<file path="src/rtl/m8088_arb_pkg.sv">
// Shared types and helpers for the 8088 HOLD/HOLDA bus arbiter.
package m8088_arb_pkg;

    localparam int RR_MAX_REQ     = 8;
    localparam int RR_IDX_W       = 3;
    localparam int DEF_MAX_TENURE = 64;
    localparam int CNT_W          = $clog2(DEF_MAX_TENURE + 1);

    typedef enum logic [2:0] {
        IDLE,
        WAIT_ACK,
        GRANT,
        HANDOVER,
        RELEASE,
        GAP
    } arb_state_t;

    // Tenure counter width for a given MAX_TENURE (at least one bit).
    function automatic int cnt_width(input int max_tenure);
        return (max_tenure > 0) ? $clog2(max_tenure + 1) : 1;
    endfunction

    // First set bit of req searching upward from last+1, modulo n; one-hot result.
    function automatic logic [RR_MAX_REQ-1:0] rr_pick(
        input logic [RR_MAX_REQ-1:0] req,
        input logic [RR_IDX_W-1:0]   last,
        input int unsigned           n
    );
        logic [RR_MAX_REQ-1:0] pick;
        logic [RR_IDX_W-1:0]   idx;
        logic                  found;
        pick  = '0;
        found = 1'b0;
        for (int unsigned i = 1; i <= n; i++) begin
            idx = RR_IDX_W'((32'(last) + i) % n);
            if (!found && req[idx]) begin
                pick[idx] = 1'b1;
                found     = 1'b1;
            end
        end
        return pick;
    endfunction

endpackage

</file>
<file path="src/rtl/m8088_rr_picker.sv">
// Combinational round-robin search over NUM_REQ (2..8) requesters.
import m8088_arb_pkg::*;

module m8088_rr_picker #(
    parameter int NUM_REQ = 2
) (
    input  logic [NUM_REQ-1:0]  req,
    input  logic [RR_IDX_W-1:0] last,
    output logic [NUM_REQ-1:0]  pick,
    output logic [RR_IDX_W-1:0] pick_idx,
    output logic                valid
);

    logic [RR_MAX_REQ-1:0] req_ext;
    logic [RR_MAX_REQ-1:0] pick_full;

    // Widen the request vector, search, and encode the winner's index.
    always_comb begin
        req_ext              = '0;
        req_ext[NUM_REQ-1:0] = req;
        pick_full            = rr_pick(req_ext, last, NUM_REQ);
        pick                 = pick_full[NUM_REQ-1:0];
        valid                = |pick_full;
        pick_idx             = '0;
        for (int unsigned i = 0; i < RR_MAX_REQ; i++) begin
            if (pick_full[i]) pick_idx = RR_IDX_W'(i);
        end
    end

endmodule

</file>
<file path="src/rtl/m8088_hold_arbiter.sv">
// Bus arbiter sharing the 8088 bus between the CPU and NUM_REQ masters
// via HOLD/HOLDA. Optional macro M8088_ARB_CPU_FAIRNESS_EN forces the CPU
// to regain the bus for CPU_GAP cycles between every tenure.
import m8088_arb_pkg::*;

module m8088_hold_arbiter #(
    parameter int NUM_REQ    = 2,
    parameter int MAX_TENURE = 64,
    parameter int CPU_GAP    = 8
) (
    input  logic               CORE_CLK,
    input  logic               RESET_n,
    input  logic [NUM_REQ-1:0] req,
    input  logic               HOLDA,
    output logic               HOLD,
    output logic [NUM_REQ-1:0] gnt,
    output logic               preempt,
    output logic               err
);

    localparam int TEN_W = cnt_width(MAX_TENURE);

    arb_state_t          state_q, state_n;
    logic                hold_n, preempt_n, err_n;
    logic [NUM_REQ-1:0]  gnt_n;
    logic [TEN_W-1:0]    cnt_q, cnt_n;
    logic [RR_IDX_W-1:0] rr_q, rr_n;
    logic [NUM_REQ-1:0]  pick;
    logic [RR_IDX_W-1:0] pick_idx;
    logic                pick_valid;
    logic                owner_req;
`ifdef M8088_ARB_CPU_FAIRNESS_EN
    localparam int GAP_W = (CPU_GAP > 1) ? $clog2(CPU_GAP) : 1;
    localparam logic [GAP_W-1:0] GAP_LAST = GAP_W'((CPU_GAP > 0) ? CPU_GAP - 1 : 0);
    logic [GAP_W-1:0]    gap_q, gap_n;
`else
    logic                others_req;
`endif

    m8088_rr_picker #(
        .NUM_REQ (NUM_REQ)
    ) u_picker (
        .req      (req),
        .last     (rr_q),
        .pick     (pick),
        .pick_idx (pick_idx),
        .valid    (pick_valid)
    );

    // Next-state and registered-output decode.
    always_comb begin
        state_n   = state_q;
        hold_n    = HOLD;
        gnt_n     = gnt;
        err_n     = err;
        cnt_n     = cnt_q;
        rr_n      = rr_q;
        owner_req = |(req & gnt);
`ifdef M8088_ARB_CPU_FAIRNESS_EN
        gap_n     = gap_q;
`else
        others_req = |(req & ~gnt);
`endif
        case (state_q)
            IDLE: begin
                hold_n = 1'b0;
                gnt_n  = '0;
                if (|req && !HOLDA) begin
                    hold_n  = 1'b1;
                    state_n = WAIT_ACK;
                end
            end
            WAIT_ACK: begin
                hold_n = 1'b1;
                if (HOLDA) begin
                    if (pick_valid) begin
                        gnt_n   = pick;
                        rr_n    = pick_idx;
                        cnt_n   = '0;
                        state_n = GRANT;
                    end else begin
                        hold_n  = 1'b0;
                        state_n = RELEASE;
                    end
                end
            end
            GRANT: begin
                if (!HOLDA) begin
                    err_n   = 1'b1;
                    gnt_n   = '0;
                    hold_n  = 1'b0;
                    state_n = RELEASE;
                end else if (!owner_req) begin
                    gnt_n = '0;
`ifdef M8088_ARB_CPU_FAIRNESS_EN
                    hold_n  = 1'b0;
                    state_n = RELEASE;
`else
                    if (others_req) begin
                        state_n = HANDOVER;
                    end else begin
                        hold_n  = 1'b0;
                        state_n = RELEASE;
                    end
`endif
                end else if (cnt_q != '1) begin
                    cnt_n = cnt_q + 1'b1;
                end
            end
`ifndef M8088_ARB_CPU_FAIRNESS_EN
            HANDOVER: begin
                gnt_n = '0;
                // Never grant onto a bus the CPU has already taken back.
                if (HOLDA && pick_valid) begin
                    gnt_n   = pick;
                    rr_n    = pick_idx;
                    cnt_n   = '0;
                    state_n = GRANT;
                end else begin
                    hold_n  = 1'b0;
                    state_n = RELEASE;
                end
            end
`endif
            RELEASE: begin
                hold_n = 1'b0;
                gnt_n  = '0;
                if (!HOLDA) begin
`ifdef M8088_ARB_CPU_FAIRNESS_EN
                    gap_n   = '0;
                    state_n = GAP;
`else
                    state_n = IDLE;
`endif
                end
            end
`ifdef M8088_ARB_CPU_FAIRNESS_EN
            GAP: begin
                hold_n = 1'b0;
                gnt_n  = '0;
                if (gap_q == GAP_LAST) begin
                    state_n = IDLE;
                end else begin
                    gap_n = gap_q + 1'b1;
                end
            end
`endif
            default: begin
                hold_n  = 1'b0;
                gnt_n   = '0;
                state_n = IDLE;
            end
        endcase
        preempt_n = (MAX_TENURE != 0) && (gnt_n != '0) &&
                    (32'(cnt_n) >= 32'(MAX_TENURE - 1));
    end

    // State, counters and registered outputs with synchronous reset.
    always_ff @(posedge CORE_CLK) begin
        if (!RESET_n) begin
            state_q <= IDLE;
            HOLD    <= 1'b0;
            gnt     <= '0;
            preempt <= 1'b0;
            err     <= 1'b0;
            cnt_q   <= '0;
            rr_q    <= RR_IDX_W'(NUM_REQ - 1);
`ifdef M8088_ARB_CPU_FAIRNESS_EN
            gap_q   <= '0;
`endif
        end else begin
            state_q <= state_n;
            HOLD    <= hold_n;
            gnt     <= gnt_n;
            preempt <= preempt_n;
            err     <= err_n;
            cnt_q   <= cnt_n;
            rr_q    <= rr_n;
`ifdef M8088_ARB_CPU_FAIRNESS_EN
            gap_q   <= gap_n;
`endif
        end
    end

endmodule

</file>
<file path="config.mk">
export PLATFORM = sky130hd
export DESIGN_NAME = m8088_hold_arbiter
export DESIGN_NICKNAME = d
export VERILOG_FILES = /design/src/rtl/m8088_arb_pkg.sv /design/src/rtl/m8088_rr_picker.sv /design/src/rtl/m8088_hold_arbiter.sv
export SDC_FILE = /design/constraint.sdc
export NUM_CORES = 1
export LEC_CHECK = 0
export ABC_AREA = 0
export CORE_UTILIZATION = 63
export CTS_BUF_LIST = sky130_fd_sc_hd__clkbuf_2 sky130_fd_sc_hd__clkbuf_4 sky130_fd_sc_hd__clkbuf_8
export DETAILED_ROUTE_END_ITERATION = 12
export PLACE_DENSITY_LB_ADDON = 0.25
export RECOVER_POWER = 50
export SLEW_MARGIN = 0
export SYNTH_ARGS = -nofsm -noshare
export SYNTH_HDL_FRONTEND = slang
export SYNTH_HIERARCHICAL = 1
export SYNTH_SLANG_ARGS = --single-unit
</file>
<file path="constraint.sdc">
create_clock -name CORE_CLK -period 3.3 [get_ports CORE_CLK]
set_input_delay 0.825 -clock CORE_CLK [delete_from_list [all_inputs] [get_ports CORE_CLK]]
set_output_delay 0.825 -clock CORE_CLK [all_outputs]
set_load 0.1 [all_outputs]
</file>
==> impl_results.md <==
- DR DRC count: 0
- Largest net degree at the start of global routing: 13
- DR vias/cell: 6.535
- Crit path DAT: 2.85 ns
- Clock-pin slew on the worst setup and hold paths: 0.10 ns
- Unrepaired setup endpoints after global routing: false
- Fill cells: 111
- Maximum fanout along the worst path: 7
- Worst setup EP type: register
- Fmax: 0.3773 GHz
- Final setup vio count: 0
- Peak VDD IR: 0.2843 mV
- First-pass DRT Iterations: 4
- TritonCTS buffer count: 3
- Worst-Skew Late Latency: 0.30 ns
- Core area: 1366 µm²
- Reg area: 320.3 µm²
- Vias in the first global route: 754
- Final wirelength: 2211 µm
- Total chip power: 437.9 µW
- GRT Resource Usage Total: 29.28%
- Post-synthesis cell count: 118
- Cts repair resizes: 0
- Post-route ant nets: 0
- ANT cells: 0
- First-pass GRT wire length: 3243 µm
- Max_cap viols: 0
- Final worst path period share: 80.33%
- Multi-input logic area: 608.1 µm²
- Setup TNS: 0 ns
- Post-layout net count: 134
- H-tree levels: 1
- Drt initial violations: 55
- Initial core utilization: 71.52%
- Hold WC Path Type: reg -> reg
- Placed Area: 1044 µm²
- Run status: completed
- Fin. Hold Viols: 0
- Row cnt: 13
- Critical path type: in -> reg
- Root Driver: clkbuf_4
- # clock sinks: 16
- Synth Warn #: 6
- Vias post-DR: 928
- Synth-to-layout area growth: 8.579%
- CTS tree: yes
- Die area: 1713 µm²
- Syn Nets: 124
- Clock Path Buffers: 2
- Leak: 0.0004466 µW
- Layout Cell Area excl Fill: 1061 µm²
- Post-Syn Area: 977.2 µm²
- Post-Route Skew: 0.001933 ns
- Rel. slew slack: 22.94%
- Buffers added on ports: 9
- Antenna violations before repair: 0
- Setup Fix Bufs, Post-CTS: 0
- R2R setup slack: 1.51 ns
- Startpoint Class: input port
- Slew of the pin with the lowest slew margin: 1.161 ns
- Avg Inst Size Synth: 8.281 µm²
- Die Y: 41.39 µm
- Share of cells above drive strength 1: 10.24%
- Chip Width: 41.39 µm
- Max Slew Vio Count: 0
- Gpl congestion: 0.8492
- DP Wirelength: 1519 µm
- Critical path required time: 3.50 ns
- Io pins: 10
- Hold_buf cts: 0
- Post-layout minimum cycle time: 2.651 ns
- Per-cell routed wire length: 15.57 µm
- Gr ovfl total: 0
- Power density cells: 412.7 nW/µm²
[critical path: stages]
cell and delay (ns):
dlygate4sd3_1 0.67, or2_0 0.31, nand4b_1 0.33, nand2_1 0.17
a21oi_1 0.07, o211a_1 0.24, a41o_1 0.24
[power by group]
| part | internal, µW | switching, µW |
|---|---|---|
| sequential | 201 | 13.5 |
| combinational | 30.3 | 57.2 |
| clock | 67.4 | 68.3 |
| total | 299 | 139 |
[cell usage in the layout, fill, tap and decap left out, drive strengths merged, types with 2 or more instances in the layout]
cell type,n
dfxtp,16
nand2,11
nor2,9
and2,9
clkbuf,9
nand3,8
a21oi,7
nor3,6
o21a,5
inv,5
a22o,3
o211ai,2
a211oi,2
or3,2
mux2i,2
o31ai,2
o211a,2
and3,2
dlygate4sd3,2
clkdlybuf4s50,2
a21boi,2
or2,2
and2b,2
[sequential cells by signal, indices dropped and copies added (netlist names)]
name	flops
HOLD	1
cnt_q	7
err	1
gnt	2
preempt	1
rr_q	1
state_q	3
[layer usage]
layer,GRT usage (%),share of wire (%)
met1,37.70,43
met4,13.71,1.4
met3,4.787,7.8
met2,47.27,48
met5,0,0
[path summary, 6_finish.rpt]
path / startpoint / end / cells past startpoint
max: req[0] / preempt / 7
min: err / err / 1
max reg2reg: cnt_q[0] / preempt / 6
min reg2reg: err / err / 1
[through the flow]
stage | setup slack (ns) | cells | hold WS, ns | util (%)
after floorplan | 1.138 | 118 | 0.4605 | -
final | 0.6492 | 142 | 0.4773 | 77.66
after global placement | 0.5998 | 138 | 0.4511 | 76.37
after detailed placement | 0.5503 | 138 | 0.4587 | 76.37
after global routing | 0.5525 | 142 | 0.5173 | 77.66
after CTS | 0.8529 | 142 | 0.4839 | 79.03
[layout make-up]
type                            count  share of cell area (%)
Multi-Input combinational cell     93                   57.31
Inverter                            5                   1.769
Timing Repair Buffer                9                   5.542
Tap cell                           15                   1.769
Clock buffer                        4                   3.420
Sequential cell                    16                   30.19
Note: power is estimated with default switching activity, not from simulation.
==> variant 1 (same settings) <==
Reset style: asynchronous (`RESET_n`), changed in one clocked block. Comments in the files are not updated.
--- a/src/rtl/m8088_hold_arbiter.sv
+++ b/src/rtl/m8088_hold_arbiter.sv
@@ -156,7 +156,7 @@
     end
 
     // State, counters and registered outputs with synchronous reset.
-    always_ff @(posedge CORE_CLK) begin
+    always_ff @(posedge CORE_CLK or negedge RESET_n) begin
         if (!RESET_n) begin
             state_q <= IDLE;
             HOLD    <= 1'b0;
Check against the original RTL: differs if RESET_n is asserted again (counterexample within 4 cycles, from zero or initial values and one cycle with RESET_n low); with RESET_n held inactive, the same outputs for 10 cycles.
==> variant 1 against the original RTL <==
Count of clock-buffer cells in the layout is the same. Synthesized area grew 3.3%. Routed wire length is essentially flat. Sequential cell count is the same. First-iteration DRC count shrank 29%. Design area grew 3.3%. Worst setup slack gained 0.16 ns. Critical path type unchanged.
Power is not compared: it rests on default switching activity, and its combinational part moved more than twofold at a synthesized area within 25%.
==> variant 1: results (changes against the original RTL) <==
status=finished clean; dpl cell area=0.001070 mm² (+2.5%); layout cells sized above 1=0.1040 (+0.001638); RR Endpoint=preempt; Fill cells=122 (+9.9%); average routed wire per standard cell=15.70 µm (+0.80%); WHS Endpoint=err; Top Registers=cnt_q x7, state_q x3, gnt x2; Psw=355.4 µW; worst r2r path cells=6 (unchanged); clock skew=0.01524 ns (+0.01330 ns); DRT Pass-1 Iters=4 (unchanged); pre-CTS WS=0.5283 ns (-0.02193 ns); Crit path largest cell delay=0.52 ns (-0.15 ns); dpl hpwl=1.633 mm (+7.5%); Routed met1 length=955 µm (+0.42%); initial antenna violation count=0 (unchanged); via/cell ratio=6.603 (+1.0%); initial detailed-routing violation count=39 (-29%); r2r setup slk=1.08 ns (-0.43 ns); WL met3=96 µm (-44%); post-synthesis cell count=120 (+1.7%); GRT Overall Usage=0.2818 (-0.01102); Worst path slowest cell=clkdlybuf4s50_1; hold path startpoint=err; wire length on met2=1.099 mm (+4.2%); post-CTS setup buffer count=0 (unchanged); number of global-route vias before repair=872 (+16%); Slew headroom=0.2286 (-0.0008020); global placement routability congestion=0.8973 (+5.7%); syn nets=126 (+1.6%); Vias=931 (+0.32%); largest net degree at the start of global routing=17 (+4); arrival time worst endpoint=2.70 ns (-0.15 ns); global-route wire length before repair=3.808 mm (+17%); dpl cells=137 (-0.72%); FF-to-FF Start=state_q[0]
-- variant 1: area by class of cell --
cell class | instances | share of cell area
repair buffers | 9 | 0.06735
flip-flops and latches | 16 | 0.3664
clock buffers | 4 | 0.02740
well taps | 16 | 0.01826
inverters | 7 | 0.02397
multi-input cells | 89 | 0.4966
-- variant 1: how the worst max path moves through the flow --
stage	startpoint	to	slack [ns]	cells after the start
after detailed placement	req[1]	preempt	0.53	8
after floorplan	gnt[0]	preempt	1.19	6
after CTS	req[1]	preempt	0.82	8
after global placement	req[1]	preempt	0.59	8
after global routing	HOLDA	preempt	0.67	7
final	req[1]	preempt	0.81	8
-- variant 1: worst max-delay path, delay by kind of cell --
kind                   cells  cell delay [ns]
AND/OR/NAND/NOR            4             0.87
buffers and inverters      1             0.52
AO/OA/AOI/OAI              2             0.30
multiplexers               1             0.18
-- variant 1: power by group through the flow --
stage	combinational [µW]	sequential, µW	clock [µW]
after floorplan	180	380	0
after global placement	320	298	0
after detailed placement	327	298	0
after CTS	328	294	118
after global routing	359	303	125
final	327	296	120
-- variant 1: metrics by stage --
step,power [µW],util,hold WS (ns)
floorplan,560.0,-,0.4463
global placement,618.3,0.7101,0.4406
detailed placement,625.5,0.7101,0.4442
CTS,740.1,0.7301,0.4660
global route,787.1,0.7276,0.4939
finish,743.9,0.7276,0.4659
-- variant 1: per-layer routing --
metal / vias to the layer above / track usage
li1: 453 / -
met5: - / 0
met4: 0 / 0.1313
met3: 6 / 0.03879
met1: 443 / 0.3675
met2: 29 / 0.4656
==> variant 2 (same settings) <==
Without the edit above. The option `M8088_ARB_CPU_FAIRNESS_EN` is turned on by a define.
--- a/src/rtl/m8088_hold_arbiter.sv
+++ b/src/rtl/m8088_hold_arbiter.sv
@@ -1,6 +1,8 @@
 // Bus arbiter sharing the 8088 bus between the CPU and NUM_REQ masters
 // via HOLD/HOLDA. Optional macro M8088_ARB_CPU_FAIRNESS_EN forces the CPU
 // to regain the bus for CPU_GAP cycles between every tenure.
+`define M8088_ARB_CPU_FAIRNESS_EN
+
 import m8088_arb_pkg::*;
 
 module m8088_hold_arbiter #(
Check against the original RTL: not equivalent (Yosys sat finds a counterexample within 4 cycles, from zero or initial values and one cycle with RESET_n low).
==> variant 2 against the original RTL <==
Sequential power increased by 29%. Via count increased by 4.7%. First-iteration DRC count decreased by 60%. Routed wire length increased by 0.45%. Clock skew increased by 0.00073 ns. Synthesized area increased by 14%. Sequential cell count increased by 3. Total power increased by 29%. Clock power decreased by 12%. Worst setup slack got worse by 0.082 ns. Design area increased by 11%. Critical path type unchanged. Critical endpoint unchanged. Largest cell class unchanged.
==> variant 2: results (changes against the original RTL) <==
global-route wire length before repair=3.864 mm (+19%); crit path max fanout=6 (-1); crit path launch=req[1]; WL met3=83 µm (-52%); largest net degree at the start of global routing=17 (+4); Routed met1 length=1.053 mm (+11%); syn nets=144 (+16%); pre-CTS WS=0.2722 ns (-0.2781 ns); layout cells sized above 1=0.09790 (-0.004460); Root Buffer=clkbuf_4; CTS buffer count=3 (unchanged); RR Endpoint=preempt; Slew headroom=0.2259 (-0.003518); final wirelength=2.221 mm (+0.45%); arrival time worst endpoint=2.98 ns (+0.13 ns); status=finished clean; via/cell ratio=6.113 (-6.5%); wire length on met2=1.049 mm (-0.57%); FF-to-FF Start=state_q[0]; NumNets Final=152 (+13%); ant diodes=0 (unchanged); post-CTS setup buffer count=0 (unchanged); number of global-route vias before repair=943 (+25%); dpl hpwl=1.675 mm (+10%); Fill cells=127 (+14%); Clock transition at path regs=0.10 ns (about the same); GRT Overall Usage=0.2744 (-0.01838); Clock Tree Buf Depth=2 (unchanged); leakage power total=0.0004574 µW (+2.4%); clock skew=0.002660 ns (+0.0007277 ns); initial detailed-routing violation count=22 (-60%); Worst IR Drop VDD=0.0003162 V (+11%); Top Registers=cnt_q x7, gap_q x3, state_q x3; r2r setup slk=1.13 ns (-0.38 ns); global placement routability congestion=0.9730 (+15%)
variant 2: report_power, final:
| part | total [µW] | internal (µW) | switching, µW |
|---|---|---|---|
| Sequential | 277 | 245 | 32.5 |
| Combinational | 168 | 64.5 | 103 |
| Clock | 119 | 45.3 | 73.9 |
variant 2: how the worst max path moves through the flow:
stage	endpoint	slack, ns	cells after the start
global route	preempt	0.46	7
CTS	preempt	0.59	7
global placement	preempt	0.34	7
floorplan	cnt_q[2]	0.60	6
finish	preempt	0.57	7
detailed placement	preempt	0.27	7
variant 2: metrics by stage:
step / hold slack, ns / cells / util / instance area, µm²
6_report: 0.4798 / 159 / 0.7476 / 1179
5_1_grt: 0.5045 / 159 / 0.7476 / 1179
4_1_cts: 0.4897 / 159 / 0.7611 / 1200
3_5_place_dp: 0.4641 / 155 / 0.7437 / 1172
3_3_place_gp: 0.4474 / 155 / 0.7437 / 1172
2_1_floorplan: 0.4605 / 136 / - / 1111
variant 2: layout make-up:
class	count	area share
clock buffers	3	0.01911
clock inverters	1	0.004246
inverters	4	0.01274
multi-input cells	106	0.5679
flip-flops and latches	19	0.3227
well taps	16	0.01699
repair buffers	10	0.05626
variant 2: metal layers:
| metal | vias to the layer above | track usage |
|---|---|---|
| li1 | 498 | - |
| met1 | 441 | 0.3325 |
| met2 | 28 | 0.4627 |
| met3 | 5 | 0.05417 |
| met4 | 0 | 0.1333 |
| met5 | - | 0 |
variant 2: worst max-delay path, cell delays in order:
cell	delay (ns)
clkdlybuf4s50_1	0.56
a22oi_1	0.14
or3b_1	0.45
or4b_1	0.53
mux2i_1	0.21
nand4_1	0.12
a21oi_1	0.15
